--- src/rtl/multicycle_controller_if.sv ---
// Control bus between the multicycle controller and its datapath.
// master = controller side, slave = datapath side.
interface multicycle_controller_if;
    logic [6:0] opcode;
    logic       zero;
    logic       mem_ready;
    logic       pc_write;
    logic       ir_write;
    logic       mem_read;
    logic       mem_write;
    logic       iord;
    logic       reg_write;
    logic       mem_to_reg;
    logic       pc_src;
    logic [1:0] alu_src_a;
    logic [1:0] alu_src_b;
    logic [1:0] alu_op;
    logic [1:0] imm_src;
    logic [3:0] state;
    logic       retire;
    logic       illegal;

    modport master (
        input  opcode, zero, mem_ready,
        output pc_write, ir_write, mem_read, mem_write, iord, reg_write,
               mem_to_reg, pc_src, alu_src_a, alu_src_b, alu_op, imm_src,
               state, retire, illegal
    );

    modport slave (
        output opcode, zero, mem_ready,
        input  pc_write, ir_write, mem_read, mem_write, iord, reg_write,
               mem_to_reg, pc_src, alu_src_a, alu_src_b, alu_op, imm_src,
               state, retire, illegal
    );
endinterface

--- src/rtl/multicycle_controller.sv ---
// Multicycle RV32-subset control FSM: fetch/decode, load/store, R/I ALU ops, beq.
// Control outputs are combinational from state and inputs, forced to 0 while rst_n is low.
module multicycle_controller (
    input  logic                           clk,
    input  logic                           rst_n,
    multicycle_controller_if.master        bus
);
    typedef enum logic [3:0] {
        S_FETCH     = 4'd0,
        S_DECODE    = 4'd1,
        S_MEM_ADDR  = 4'd2,
        S_MEM_READ  = 4'd3,
        S_MEM_WB    = 4'd4,
        S_MEM_WRITE = 4'd5,
        S_EXEC_R    = 4'd6,
        S_EXEC_I    = 4'd7,
        S_ALU_WB    = 4'd8,
        S_BRANCH    = 4'd9,
        S_ILLEGAL   = 4'd10
    } state_e;

    typedef struct packed {
        logic       pc_write;
        logic       ir_write;
        logic       mem_read;
        logic       mem_write;
        logic       iord;
        logic       reg_write;
        logic       mem_to_reg;
        logic       pc_src;
        logic       retire;
        logic       illegal;
        logic [1:0] alu_src_a;
        logic [1:0] alu_src_b;
        logic [1:0] alu_op;
        logic [1:0] imm_src;
    } ctrl_t;

    localparam logic [6:0] OP_LOAD   = 7'b0000011;
    localparam logic [6:0] OP_STORE  = 7'b0100011;
    localparam logic [6:0] OP_R      = 7'b0110011;
    localparam logic [6:0] OP_I      = 7'b0010011;
    localparam logic [6:0] OP_BRANCH = 7'b1100011;

    state_e state_q;
    state_e state_d;
    ctrl_t  ctrl_s;
    ctrl_t  ctrl_gated_s;

    // State register with synchronous active-low reset.
    always_ff @(posedge clk) begin
        if (!rst_n) begin
            state_q <= S_FETCH;
        end else begin
            state_q <= state_d;
        end
    end

    // Next-state and control decode.
    always_comb begin
        state_d = S_FETCH;
        ctrl_s  = '0;
        case (state_q)
            S_FETCH: begin
                ctrl_s.mem_read  = 1'b1;
                ctrl_s.alu_src_b = 2'b10;
                if (bus.mem_ready) begin
                    ctrl_s.ir_write = 1'b1;
                    ctrl_s.pc_write = 1'b1;
                    state_d         = S_DECODE;
                end else begin
                    state_d = S_FETCH;
                end
            end
            S_DECODE: begin
                // Speculatively compute the branch target into ALUOut.
                ctrl_s.alu_src_a = 2'b01;
                ctrl_s.alu_src_b = 2'b01;
                ctrl_s.imm_src   = 2'b10;
                case (bus.opcode)
                    OP_LOAD, OP_STORE: state_d = S_MEM_ADDR;
                    OP_R:              state_d = S_EXEC_R;
                    OP_I:              state_d = S_EXEC_I;
                    OP_BRANCH:         state_d = S_BRANCH;
                    default:           state_d = S_ILLEGAL;
                endcase
            end
            S_MEM_ADDR: begin
                ctrl_s.alu_src_a = 2'b10;
                ctrl_s.alu_src_b = 2'b01;
                if (bus.opcode == OP_STORE) begin
                    ctrl_s.imm_src = 2'b01;
                    state_d        = S_MEM_WRITE;
                end else begin
                    ctrl_s.imm_src = 2'b00;
                    state_d        = S_MEM_READ;
                end
            end
            S_MEM_READ: begin
                ctrl_s.mem_read = 1'b1;
                ctrl_s.iord     = 1'b1;
                if (bus.mem_ready) begin
                    state_d = S_MEM_WB;
                end else begin
                    state_d = S_MEM_READ;
                end
            end
            S_MEM_WB: begin
                ctrl_s.reg_write  = 1'b1;
                ctrl_s.mem_to_reg = 1'b1;
                ctrl_s.retire     = 1'b1;
                state_d           = S_FETCH;
            end
            S_MEM_WRITE: begin
                ctrl_s.mem_write = 1'b1;
                ctrl_s.iord      = 1'b1;
                if (bus.mem_ready) begin
                    ctrl_s.retire = 1'b1;
                    state_d       = S_FETCH;
                end else begin
                    state_d = S_MEM_WRITE;
                end
            end
            S_EXEC_R: begin
                ctrl_s.alu_src_a = 2'b10;
                ctrl_s.alu_op    = 2'b10;
                state_d          = S_ALU_WB;
            end
            S_EXEC_I: begin
                ctrl_s.alu_src_a = 2'b10;
                ctrl_s.alu_src_b = 2'b01;
                ctrl_s.alu_op    = 2'b11;
                state_d          = S_ALU_WB;
            end
            S_ALU_WB: begin
                ctrl_s.reg_write = 1'b1;
                ctrl_s.retire    = 1'b1;
                state_d          = S_FETCH;
            end
            S_BRANCH: begin
                ctrl_s.alu_src_a = 2'b10;
                ctrl_s.alu_op    = 2'b01;
                ctrl_s.pc_src    = 1'b1;
                ctrl_s.pc_write  = bus.zero;
                ctrl_s.retire    = 1'b1;
                state_d          = S_FETCH;
            end
            S_ILLEGAL: begin
                // Parked until reset; no further fetch.
                ctrl_s.illegal = 1'b1;
                state_d        = S_ILLEGAL;
            end
            default: begin
                state_d = S_FETCH;
            end
        endcase
    end

    // Strobes are suppressed for the whole time reset is held.
    always_comb begin
        if (rst_n) begin
            ctrl_gated_s = ctrl_s;
        end else begin
            ctrl_gated_s = '0;
        end
    end

    assign bus.pc_write   = ctrl_gated_s.pc_write;
    assign bus.ir_write   = ctrl_gated_s.ir_write;
    assign bus.mem_read   = ctrl_gated_s.mem_read;
    assign bus.mem_write  = ctrl_gated_s.mem_write;
    assign bus.iord       = ctrl_gated_s.iord;
    assign bus.reg_write  = ctrl_gated_s.reg_write;
    assign bus.mem_to_reg = ctrl_gated_s.mem_to_reg;
    assign bus.pc_src     = ctrl_gated_s.pc_src;
    assign bus.retire     = ctrl_gated_s.retire;
    assign bus.illegal    = ctrl_gated_s.illegal;
    assign bus.alu_src_a  = ctrl_gated_s.alu_src_a;
    assign bus.alu_src_b  = ctrl_gated_s.alu_src_b;
    assign bus.alu_op     = ctrl_gated_s.alu_op;
    assign bus.imm_src    = ctrl_gated_s.imm_src;
    assign bus.state      = state_q;
endmodule

--- src/flat_wrapper.sv ---
// flat-port wrapper written by rule: the top's interface ports become plain ports
module multicycle_controller_flat 
  (clk, rst_n, bus_opcode, bus_zero, bus_mem_ready, bus_pc_write, bus_ir_write, bus_mem_read, bus_mem_write, bus_iord, bus_reg_write, bus_mem_to_reg, bus_pc_src, bus_alu_src_a, bus_alu_src_b, bus_alu_op, bus_imm_src, bus_state, bus_retire, bus_illegal);
  multicycle_controller_if bus_i ();
  input  logic clk;
  input  logic rst_n;
  input wire logic [$bits(bus_i.opcode)-1:0] bus_opcode;
  input wire logic [$bits(bus_i.zero)-1:0] bus_zero;
  input wire logic [$bits(bus_i.mem_ready)-1:0] bus_mem_ready;
  output wire logic [$bits(bus_i.pc_write)-1:0] bus_pc_write;
  output wire logic [$bits(bus_i.ir_write)-1:0] bus_ir_write;
  output wire logic [$bits(bus_i.mem_read)-1:0] bus_mem_read;
  output wire logic [$bits(bus_i.mem_write)-1:0] bus_mem_write;
  output wire logic [$bits(bus_i.iord)-1:0] bus_iord;
  output wire logic [$bits(bus_i.reg_write)-1:0] bus_reg_write;
  output wire logic [$bits(bus_i.mem_to_reg)-1:0] bus_mem_to_reg;
  output wire logic [$bits(bus_i.pc_src)-1:0] bus_pc_src;
  output wire logic [$bits(bus_i.alu_src_a)-1:0] bus_alu_src_a;
  output wire logic [$bits(bus_i.alu_src_b)-1:0] bus_alu_src_b;
  output wire logic [$bits(bus_i.alu_op)-1:0] bus_alu_op;
  output wire logic [$bits(bus_i.imm_src)-1:0] bus_imm_src;
  output wire logic [$bits(bus_i.state)-1:0] bus_state;
  output wire logic [$bits(bus_i.retire)-1:0] bus_retire;
  output wire logic [$bits(bus_i.illegal)-1:0] bus_illegal;
  assign bus_i.opcode = bus_opcode;
  assign bus_i.zero = bus_zero;
  assign bus_i.mem_ready = bus_mem_ready;
  assign bus_pc_write = bus_i.pc_write;
  assign bus_ir_write = bus_i.ir_write;
  assign bus_mem_read = bus_i.mem_read;
  assign bus_mem_write = bus_i.mem_write;
  assign bus_iord = bus_i.iord;
  assign bus_reg_write = bus_i.reg_write;
  assign bus_mem_to_reg = bus_i.mem_to_reg;
  assign bus_pc_src = bus_i.pc_src;
  assign bus_alu_src_a = bus_i.alu_src_a;
  assign bus_alu_src_b = bus_i.alu_src_b;
  assign bus_alu_op = bus_i.alu_op;
  assign bus_imm_src = bus_i.imm_src;
  assign bus_state = bus_i.state;
  assign bus_retire = bus_i.retire;
  assign bus_illegal = bus_i.illegal;
  multicycle_controller u_core (.clk(clk), .rst_n(rst_n), .bus(bus_i));
endmodule
--- config.mk ---
export PLATFORM = sky130hd
export DESIGN_NAME = multicycle_controller_flat
export DESIGN_NICKNAME = d
export VERILOG_FILES = /design/src/rtl/multicycle_controller_if.sv /design/src/rtl/multicycle_controller.sv /design/src/flat_wrapper.sv
export SDC_FILE = /design/constraint.sdc
export NUM_CORES = 1
export LEC_CHECK = 0
export BUFFER_PORTS_ARGS = -buffer_cell sky130_fd_sc_hd__buf_2
export CORE_MARGIN = 2
export CORE_UTILIZATION = 42
export CTS_CLUSTER_DIAMETER = 200
export CTS_CLUSTER_SIZE = 25
export DETAILED_ROUTE_END_ITERATION = 10
export PLACE_DENSITY_LB_ADDON = 0.08
export RECOVER_POWER = 50
export SYNTH_ARGS = -nofsm -noshare
export SYNTH_HDL_FRONTEND = slang
export SYNTH_SLANG_ARGS = --single-unit
--- constraint.sdc ---
create_clock -name clk -period 2.5 [get_ports clk]
set_input_delay 0.5 -clock clk [delete_from_list [all_inputs] [get_ports clk]]
set_output_delay 0.5 -clock clk [all_outputs]
set_load 0.02 [all_outputs]
## Word-level counts from Yosys, hierarchy flattened

Index checks and enable logic that the tools add are counted.

| word-level totals | value |
|---|---|
| bits in writable memories | 0 |
| bits of input ports | 11 |
| bits in read-only memories | 0 |
| register bits | 4 |
| memories | 0 |
| latch bits | 0 |

| operators by class | value |
|---|---|
| magnitude comparators | 0 |
| $mul | 0 |
| divide/modulo/power cells | 0 |
| bitwise gates (word level) | 0 |
| mux-type cells | 24 |
| reduce and logical (&&, ||, !) cells | 9 |
| equality and inequality tests | 15 |
| shift operators | 0 |
| add/subtract/negate cells | 0 |

Operator list:

| operator | count |
|---|---|
| $pmux W4 S7 | 1 |
| $mux W18 | 1 |
| $eq A4 B3 Y1 const B | 4 |
| $pmux W4 S4 | 1 |
| $eq A7 B6 Y1 const B | 2 |
| $eq A4 B4 Y1 const B | 3 |
| $pmux W2 S2 | 3 |
| $mux W1 | 11 |
| $reduce_or A2 Y1 | 5 |
| $mux W3 | 3 |
| $eq A4 B2 Y1 const B | 2 |
| $eq A7 B2 Y1 const B | 1 |
| $eq A7 B5 Y1 const B | 1 |
| $eq A7 B7 Y1 const B | 1 |
| $pmux W2 S3 | 1 |
| $reduce_or A3 Y1 | 2 |
| $eq A4 B1 Y1 const B | 1 |
| $logic_not A4 Y1 | 1 |
| $pmux W1 S2 | 2 |
| $reduce_or A4 Y1 | 1 |
| $mux W2 | 1 |

## Longest topological paths before layout

Gate-level depths: netlist of the first run.

| logic depth | value |
|---|---|
| depth after elaboration | 4 |
| mapped depth | 5 |

## Least setup slack after synthesis of the first run

OpenSTA, ideal clock, no wires.

| timing path | value |
|---|---|
| kind | reg2out |
| start | register u_core.state_q[1], in the netlist u_core.bus.state[1] |
| end | output port bus_alu_src_b[0] |
| arrival time | 1535 ps |
| cell stages (with the launch flop) | 5 |
| path slack | 465 ps |
| required time | 2000 ps |
| path through | dfxtp_1 -> buf_4 -> clkbuf_1 -> mux2i_1 -> nor3b_1 |

| on the way | value |
|---|---|
| word-level cells in the longest chain between the ends | 4 |
| elaborated cells on any way between the ends | 7 |
| classes of those cells | eq/ne: 3; mux: 2; reduce/logical: 2 |

Ends and longest elaborated chain:

| item | line | text |
|---|---|---|
| start, declared | multicycle_controller.sv:45 | `state_e state_q;` |
| start signal, assigned | multicycle_controller.sv:55 | `state_q <= state_d;` |
| $eq A4 B1 Y1, or another cell as far along | multicycle_controller.sv:63 | `case (state_q)` |
| $reduce_or A3 Y1 (no source line) | -- |  |
| $pmux W2 S2 (*) | multicycle_controller.sv:63 |  |
| $mux W18 (*) | multicycle_controller.sv:161 | `if (rst_n) begin` |
| end, declared | flat_wrapper.sv:19 | `output wire logic [$bits(bus_i.alu_src_b)-1:0] bus_alu_src_b;` |

Mark *: on every way between the ends. The rest lies on a longest branch, timed or not.

## Worst setup path after layout of the first run

| timing path | value |
|---|---|
| start | register u_core.state_q[0], in the netlist u_core.bus.state[0] |
| end | output port bus_alu_src_a[1] |

| on the way | value |
|---|---|
| word-level cells in the longest chain between the ends | 4 |
| elaborated cells on any way between the ends | 8 |
| classes of those cells | eq/ne: 5; mux: 2; reduce/logical: 1 |

Ends and longest elaborated chain:

| item | line | text |
|---|---|---|
| $eq A4 B2 Y1, or another cell as far along | multicycle_controller.sv:63 |  |
| $reduce_or A4 Y1 (no source line) | -- |  |
| $pmux W2 S2 (*) | multicycle_controller.sv:63 |  |
| $mux W18 (*) | multicycle_controller.sv:161 |  |
| end, declared | flat_wrapper.sv:18 | `output wire logic [$bits(bus_i.alu_src_a)-1:0] bus_alu_src_a;` |

Marked as above.

==> results of run 1 <==
[routing by layer]
metal  up-vias  wire length, um
met5         -                0
met4         0                0
met3         0              109
met2        31              738
met1       304              685
li1        372                -
[logic make-up (layout without fill, tap and decap cells)]
logic type	count (synthesis)	after routing	share of synthesized area [%]
compound gates	21	21	24.6
xor+xnor	1	1	1.55
buf+inv	7	37	5.97
flops	4	4	14.2
mux	2	2	3.54
simple gates	51	51	50.2
[area by class of cell]
type,instances,area share [%]
Tap cell,15,2.60
Multi-Input combinational cell,75,61.4
Timing Repair Buffer,33,21.3
Sequential cell,4,11.1
Clock buffer,3,3.11
Inverter,1,0.519
[per-stage QoR]
stage          util [%]  hold WS, ns  worst slack (ns)  instance area (um^2)
2_1_floorplan         -        0.660             0.465                   566
3_3_place_gp       56.2        0.848             0.601                   722
3_5_place_dp       56.2        0.847             0.554                   722
4_1_cts            57.9        0.612             0.309                   744
5_1_grt            56.3        0.644             0.143                   723
6_report           56.3        0.618             0.342                   723
[power by group]
group | internal (mW) | switching [mW]
Sequential | 0.0701 | 0.0239
Clock | 0.0535 | 0.0241
Combinational | 0.0569 | 0.0886
[cell usage in the layout (no fill, tap or decap), drive strengths merged, types with 2 or more instances in the layout]
cell | netlist | final
and2b | 2 | 2
nor2 | 8 | 8
o21ai | 6 | 6
nand2 | 11 | 11
dfxtp | 4 | 4
buf | 4 | 24
nand3 | 2 | 2
nand2b | 4 | 4
nor3 | 10 | 10
clkbuf | 2 | 12
and3 | 2 | 2
nor3b | 4 | 4
mux2i | 2 | 2
nor2b | 6 | 6
a21oi | 5 | 5
[critical path, cell delays in order, from the launching register on]
cell and delay [ns]:
dfxtp_1 0.63, nor2b_1 0.31, nand2_1 0.10, nor2_1 0.12, o21a_1 0.11, buf_2 0.15
[worst max-delay path by stage]
| stage | start | end | slack [ns] |
|---|---|---|---|
| final | u_core.bus.state[0] | bus_alu_src_a[1] | 0.34 |
| after global routing | u_core.bus.state[0] | bus_alu_src_b[0] | 0.14 |
| after CTS | u_core.bus.state[0] | bus_alu_src_a[1] | 0.31 |
| after detailed placement | u_core.bus.state[0] | bus_alu_src_a[1] | 0.55 |
| after global placement | u_core.bus.state[0] | bus_alu_src_b[0] | 0.60 |
| after floorplan | u_core.bus.state[1] | bus_alu_src_b[0] | 0.47 |
==> reports/results.tsv, run 1 <==
stage	metric	value	unit
run_status	outcome	finished, final reports clean	
setup_path	end_kind	output port	
setup_path	r2r_slack	0.72	ns
routing	dr_total_vias	707	
routing	via_per_inst	5.40	
clock_tree	cts-root-buf	clkbuf_4	
global_routing	grt_overflow	0	
hold_path	hold_class	in2reg	
setup_path	worst_r2r_endpoint	u_core.bus.state[2]	
clock_tree	cts_num_sinks	4	
floorplan	core-area	1280	um^2
finish	fill_cells	145	
sta	grt_setup_unrepaired	false	
placed_design	portBuffers	32	
global_routing	antenna_found_initial	0	
global_routing	top_usage_layer	met2	
logic_synthesis	syn_area	566	um^2
global_routing	use_met3	3.26	%
setup_path	start_kind	flop	
sta	report.final.hold_viol_count	0	
global_routing	grt_pass1_wl	2190	um
clock_tree	ctsHtreeMaxLevel	1	
global_routing	use_met1	26.9	%
logic_synthesis	netlist_instances	86	
finish	final_cells	131	
placed_design	dpl.hpwl	1160	um
hold_path	worstHoldPathCells	3	
sta	max-slew-margin-rel	61.6	%
logic_synthesis	ys.flop_type	dfxtp_1	
clock_tree	cts_made_buffers	3	
logic_synthesis	synth_seq_cells	4	
routing	wirelength	1530	um
placed_design	globalplace.congestion	0.852	
global_routing	gr-usage-met2	31.0	%
finish	drive_gt1_share	25.9	%
finish	areaGrowthSynthToFinish	27.9	%
sta	fin_crit_sh	86.3	%
placed_design	placed_cells	128	
sta	tightest_slew	0.576	ns
power_and_ir_drop	p_total	317	uW
sta	period_needed	2.16	ns
sta	fmax	463	MHz
logic_synthesis	synth_most_common_cell	nand2_1	
finish	multi_input_area	444	um^2
clock_tree	cts_resized	0	
run	cap_violations	0	
power_and_ir_drop	powerDensity	439	nW/um^2
routing	drtPass1Iterations	4	
logic_synthesis	synth_edf_count	0	
setup_path	critPathRequiredTime	2.00	ns
setup_path	crit_arrival	1.66	ns
clock_tree	cts.clk_slew.worst_paths	0.04	ns
logic_synthesis	ys_async_sr_fraction	0	%
finish	antennaDiodeCount	0	
clock_tree	cts_hold_buf	0	
global_routing	track_usage	19.5	%
clock_tree	cts.path.max_buffers	2	
global_routing	grt_max_degree	20	
logic_synthesis	ys_warn_count	0	
clock_tree	clk_latency	0.23	ns
finish	regArea	80.1	um^2
logic_synthesis	synth_top_area_share	14.2	%
sta	clock_skew	0.000588	ns
clock_tree	cts_setup_buffers	0	
logic_synthesis	postSynthAreaPerCell	6.58	um^2
sta	finalMaxSlewViolations	0	
routing	drcViolationCount	0	
routing	routedWlPerCell	11.7	um
finish	final_nets	129	
clock_tree	cts_tree	yes	
setup_path	r2r_cells	4	
setup_path	reg2reg_from	u_core.bus.state[0]	
logic_synthesis	synth-seq-area-share	14.2	%
setup_path	cp_max_fo	17	
floorplan	die_h	40.7	um
logic_synthesis	synth_cell_types	32	
floorplan	start_util	44.0	%
logic_synthesis	yosys-top-cells-area	dfxtp_1 14%, nor3_1 8.8%, nand2_1 7.3%, nor2b_1 5.5%, o21ai_0 5.3%	
hold_path	min_from	bus_mem_ready	
routing	initialDrtViolationCount	28	
floorplan	num_rows	13	
routing	ant_nets	0	
logic_synthesis	yosysTopAreaCell	dfxtp_1	
setup_path	crit_type	reg2out	
floorplan	die_area	1660	um^2
finish	largest_reg_flops	4	
logic_synthesis	syn_nets	97	
sta	setup_violations	0	
hold_path	hold_end	u_core.bus.state[0]	
floorplan	die_w	40.7	um
sta	tns	0	ns
floorplan	io_pins	33	
logic_synthesis	ys_top_cells_by_count	11 x nand2_1, 10 x nor3_1, 7 x nor2_1, 6 x o21ai_0	
power_and_ir_drop	ir_worst_vdd	0.000382	V
global_routing	grt_pass1_vias	506	
power_and_ir_drop	power_leakage	0.333	nW
No activity file was read; power rests on OpenSTA's default activity.
==> run 2: changes to the inputs <==
- ABC_AREA: default -> 1
- CORE_AREA: default -> 2 2 39 41
- CORE_MARGIN: 2 -> default
- CORE_UTILIZATION: 42 -> default
- DIE_AREA: default -> 0 0 41 43
==> run 2 against run 1 <==
- design area fell by 1.9%
- register-to-register slack improved by 0.47 ns
- die area rose by 6.5%
- clock power up 0.8%
- utilization decreased by 5.0 points
- clock skew up 0.0015 ns
- routed wire length fell by 7.4%
- area after synthesis is 6.2% lower
- power shrank 1.7%
- non-clock buffer count fell by 1
- synthesized cell count is 20% higher
==> reports/results.tsv, run 2 <==
stage	metric	value	unit	change
clock_tree	cts.path.max_buffers	2		unchanged
sta	finalMaxSlewViolations	0		unchanged
routing	routedWlPerCell	9.27	um	-21%
power_and_ir_drop	p_sw	137	uW	+0.34%
sta	tns	0	ns	unchanged
logic_synthesis	synth_top_area_share	19.8	%	+5.7 points
clock_tree	cts_num_sinks	4		unchanged
logic_synthesis	yosys-top-cells-area	nand2_1 20%, dfxtp_1 15%, nor2_1 13%, inv_1 11%, nand3_1 8.5%		
logic_synthesis	yosysTopAreaCell	nand2_1		
power_and_ir_drop	p_int	175	uW	-3.2%
power_and_ir_drop	clockPowerShare	25.1	%	+0.6 points
finish	final_cell_mix	28 x nand2_1, 24 x buf_2, 21 x nor2_1, 16 x inv_1		
logic_synthesis	ys_async_sr_fraction	0	%	unchanged
setup_path	cp_max_fo	5		-12
finish	areaGrowthSynthToFinish	33.7	%	
power_and_ir_drop	combPwrFrac	49.3	%	+3.4 points
logic_synthesis	ys.flop_type	dfxtp_1		
global_routing	grt_max_degree	14		-30%
placed_design	globalplace.congestion	0.837		-1.7%
routing	dr_total_vias	696		-1.6%
sta	grt_setup_unrepaired	false		
hold_path	hold_class	in2reg		
logic_synthesis	synth_cell_types	19		-41%
setup_path	cpLargestDelayFamily	simple AND/OR/NAND/NOR gates		
setup_path	crit_type	reg2out		
sta	clock_skew	0.00207	ns	+0.00148 ns
floorplan	die_w	41	um	+0.75%
floorplan	die_area	1760	um^2	+6.5%
clock_tree	cts_made_buffers	3		unchanged
setup_path	cpPeakStageDelay	0.37	ns	-0.26 ns
floorplan	core-area	1380	um^2	+7.7%
clock_tree	cts_resized	0		unchanged
floorplan	io_pins	33		unchanged
finish	final_common_cell	nand2_1		
global_routing	grt_overflow	0		unchanged
setup_path	cp.depth	7		+2
logic_synthesis	syn_area	531	um^2	-6.2%
clock_tree	clk_latency	0.23	ns	about the same
floorplan	start_util	38.3	%	-5.7 points
finish	antennaDiodeCount	0		unchanged
routing	via_per_inst	4.55		-16%
routing	drtPass1Iterations	4		unchanged
finish	fin_util	51.3	%	-5.0 points
finish	drive_gt1_share	29.9	%	+4.1 points
placed_design	dpl_cell_area	707	um^2	-2.1%
logic_synthesis	synth_seq_cells	4		unchanged
setup_path	end_kind	output port		
clock_tree	cts-root-buf	clkbuf_4		
logic_synthesis	ys_warn_count	0		unchanged
sta	setup_violations	0		unchanged
setup_path	crit_arrival	1.57	ns	-0.09 ns
logic_synthesis	synth_edf_count	0		unchanged
logic_synthesis	synth-seq-area-share	15.1	%	+0.94 points
logic_synthesis	ys_top_cells_by_count	28 x nand2_1, 19 x nor2_1, 16 x inv_1, 9 x inv_2, 9 x nand3_1		
power_and_ir_drop	seqPwrFrac	25.6	%	-4.0 points
setup_path	critPathBufInv	3		+2
placed_design	portBuffers	32		unchanged
sta	fmax	483	MHz	+4.2%
power_and_ir_drop	ir_worst_vdd	0.000331	V	-13%
global_routing	grt_pass1_wl	2320	um	+6.0%
logic_synthesis	syn_nets	114		+18%
clock_tree	cts.clk_slew.worst_paths	0.03	ns	about the same
finish	fill_cells	177		+22%
placed_design	dpl.hpwl	1200	um	+3.3%
global_routing	antenna_found_initial	0		unchanged
setup_path	r2r_cells	7		+3
sta	fin_crit_sh	82.9	%	-3.5 points
clock_tree	cts_hold_buf	0		unchanged
logic_synthesis	postSynthAreaPerCell	5.15	um^2	-22%
power_and_ir_drop	powerDensity	440	nW/um^2	+0.25%
run	cap_violations	0		unchanged
routing	wirelength	1420	um	-7.4%
setup_path	cp_slowest_cell	dfxtp_1		
clock_tree	ctsHtreeMaxLevel	1		unchanged
power_and_ir_drop	p_sw_share	43.9	%	+0.88 points
run_status	outcome	finished, final reports clean		
finish	largest_reg_flops	4		unchanged
routing	initialDrtViolationCount	7		-75%
sta	max-slew-margin-rel	70.1	%	+8.6 points
power_and_ir_drop	power_leakage	0.456	nW	+37%
setup_path	cp_cell_sequence	inv_2 -> nor2_1 -> inv_2 -> nor2_1 -> nand2_1 -> o211ai_2 -> buf_2		
routing	drcViolationCount	0		unchanged
sta	report.final.hold_viol_count	0		unchanged
logic_synthesis	synth_most_common_cell	nand2_1		
hold_path	worstHoldPathCells	3		unchanged
floorplan	die_h	43	um	+5.7%
finish	finalInstanceArea	709	um^2	-1.9%
global_routing	grt_pass1_vias	595		+18%
global_routing	track_usage	18.9	%	-0.63 points
sta	period_needed	2.07	ns	-0.0865 ns
floorplan	num_rows	14		+1
setup_path	critPathRequiredTime	2.00	ns	about the same
clock_tree	cts_tree	yes		
setup_path	start_kind	flop		
finish	final_nets	150		+16%
routing	ant_nets	0		unchanged
clock_tree	cts_setup_buffers	0		unchanged
logic_synthesis	netlist_instances	103		+20%
sta	tightest_slew	0.446	ns	-0.129 ns
==> run 2: path summary, 6_finish.rpt <==
| path | startpoint | endpoint | slack (ns) |
|---|---|---|---|
| max | u_core.bus.state[2] | bus_retire | 0.43 |
| min | rst_n | u_core.bus.state[2] | 0.54 |
| max reg2reg | u_core.bus.state[3] | u_core.bus.state[2] | 1.19 |
| min reg2reg | u_core.bus.state[1] | u_core.bus.state[3] | 0.66 |
==> run 2: logic make-up after synthesis <==
kind of cell | share of synthesized area (%)
and+or+nand+nor | 54.7
AOI/OAI and AO/OA | 10.6
DFF | 15.1
buffers and inverters | 19.6
==> run 2: layout make-up <==
class	instances	area, um^2	share of cell area [%]
sequential	4	80.1	11.3
inverter	26	100	14.1
timing repair buffer	32	150	21.2
multi-input combinational	72	337	47.4
tap	16	20.0	2.82
clock buffer	3	22.5	3.17
==> run 2: metrics by stage <==
stage | std cells | hold WS (ns) | total power [mW] | worst slack [ns]
floorplan | 103 | 0.598 | 0.194 | 0.740
global placement | 150 | 0.655 | 0.239 | 0.575
detailed placement | 150 | 0.660 | 0.240 | 0.502
CTS | 153 | 0.535 | 0.320 | 0.492
global route | 153 | 0.552 | 0.342 | 0.295
finish | 153 | 0.536 | 0.312 | 0.428
==> run 2: per-layer routing <==
| layer | track usage, % | routed length (um) | part of all wire, % |
|---|---|---|---|
| met2 | 31.9 | 729 | 51 |
| met3 | 6.28 | 67 | 4.7 |
| met5 | 0 | 0 | 0 |
| met4 | 4.00 | 0 | 0 |
| met1 | 21.8 | 622 | 44 |
==> run 2: power groups by stage <==
stage	sequential [mW]	combinational [mW]	clock, mW
4_1_cts	0.0806	0.159	0.0805
6_report	0.0799	0.154	0.0782
5_1_grt	0.0807	0.173	0.0885
3_5_place_dp	0.0815	0.159	0
3_3_place_gp	0.0815	0.157	0
2_1_floorplan	0.0880	0.106	0
==> run 2: worst min-delay path, delay by kind of cell <==
family,cells,cell delay (ns)
simple gates,1,0.06
buf+inv,2,0.18
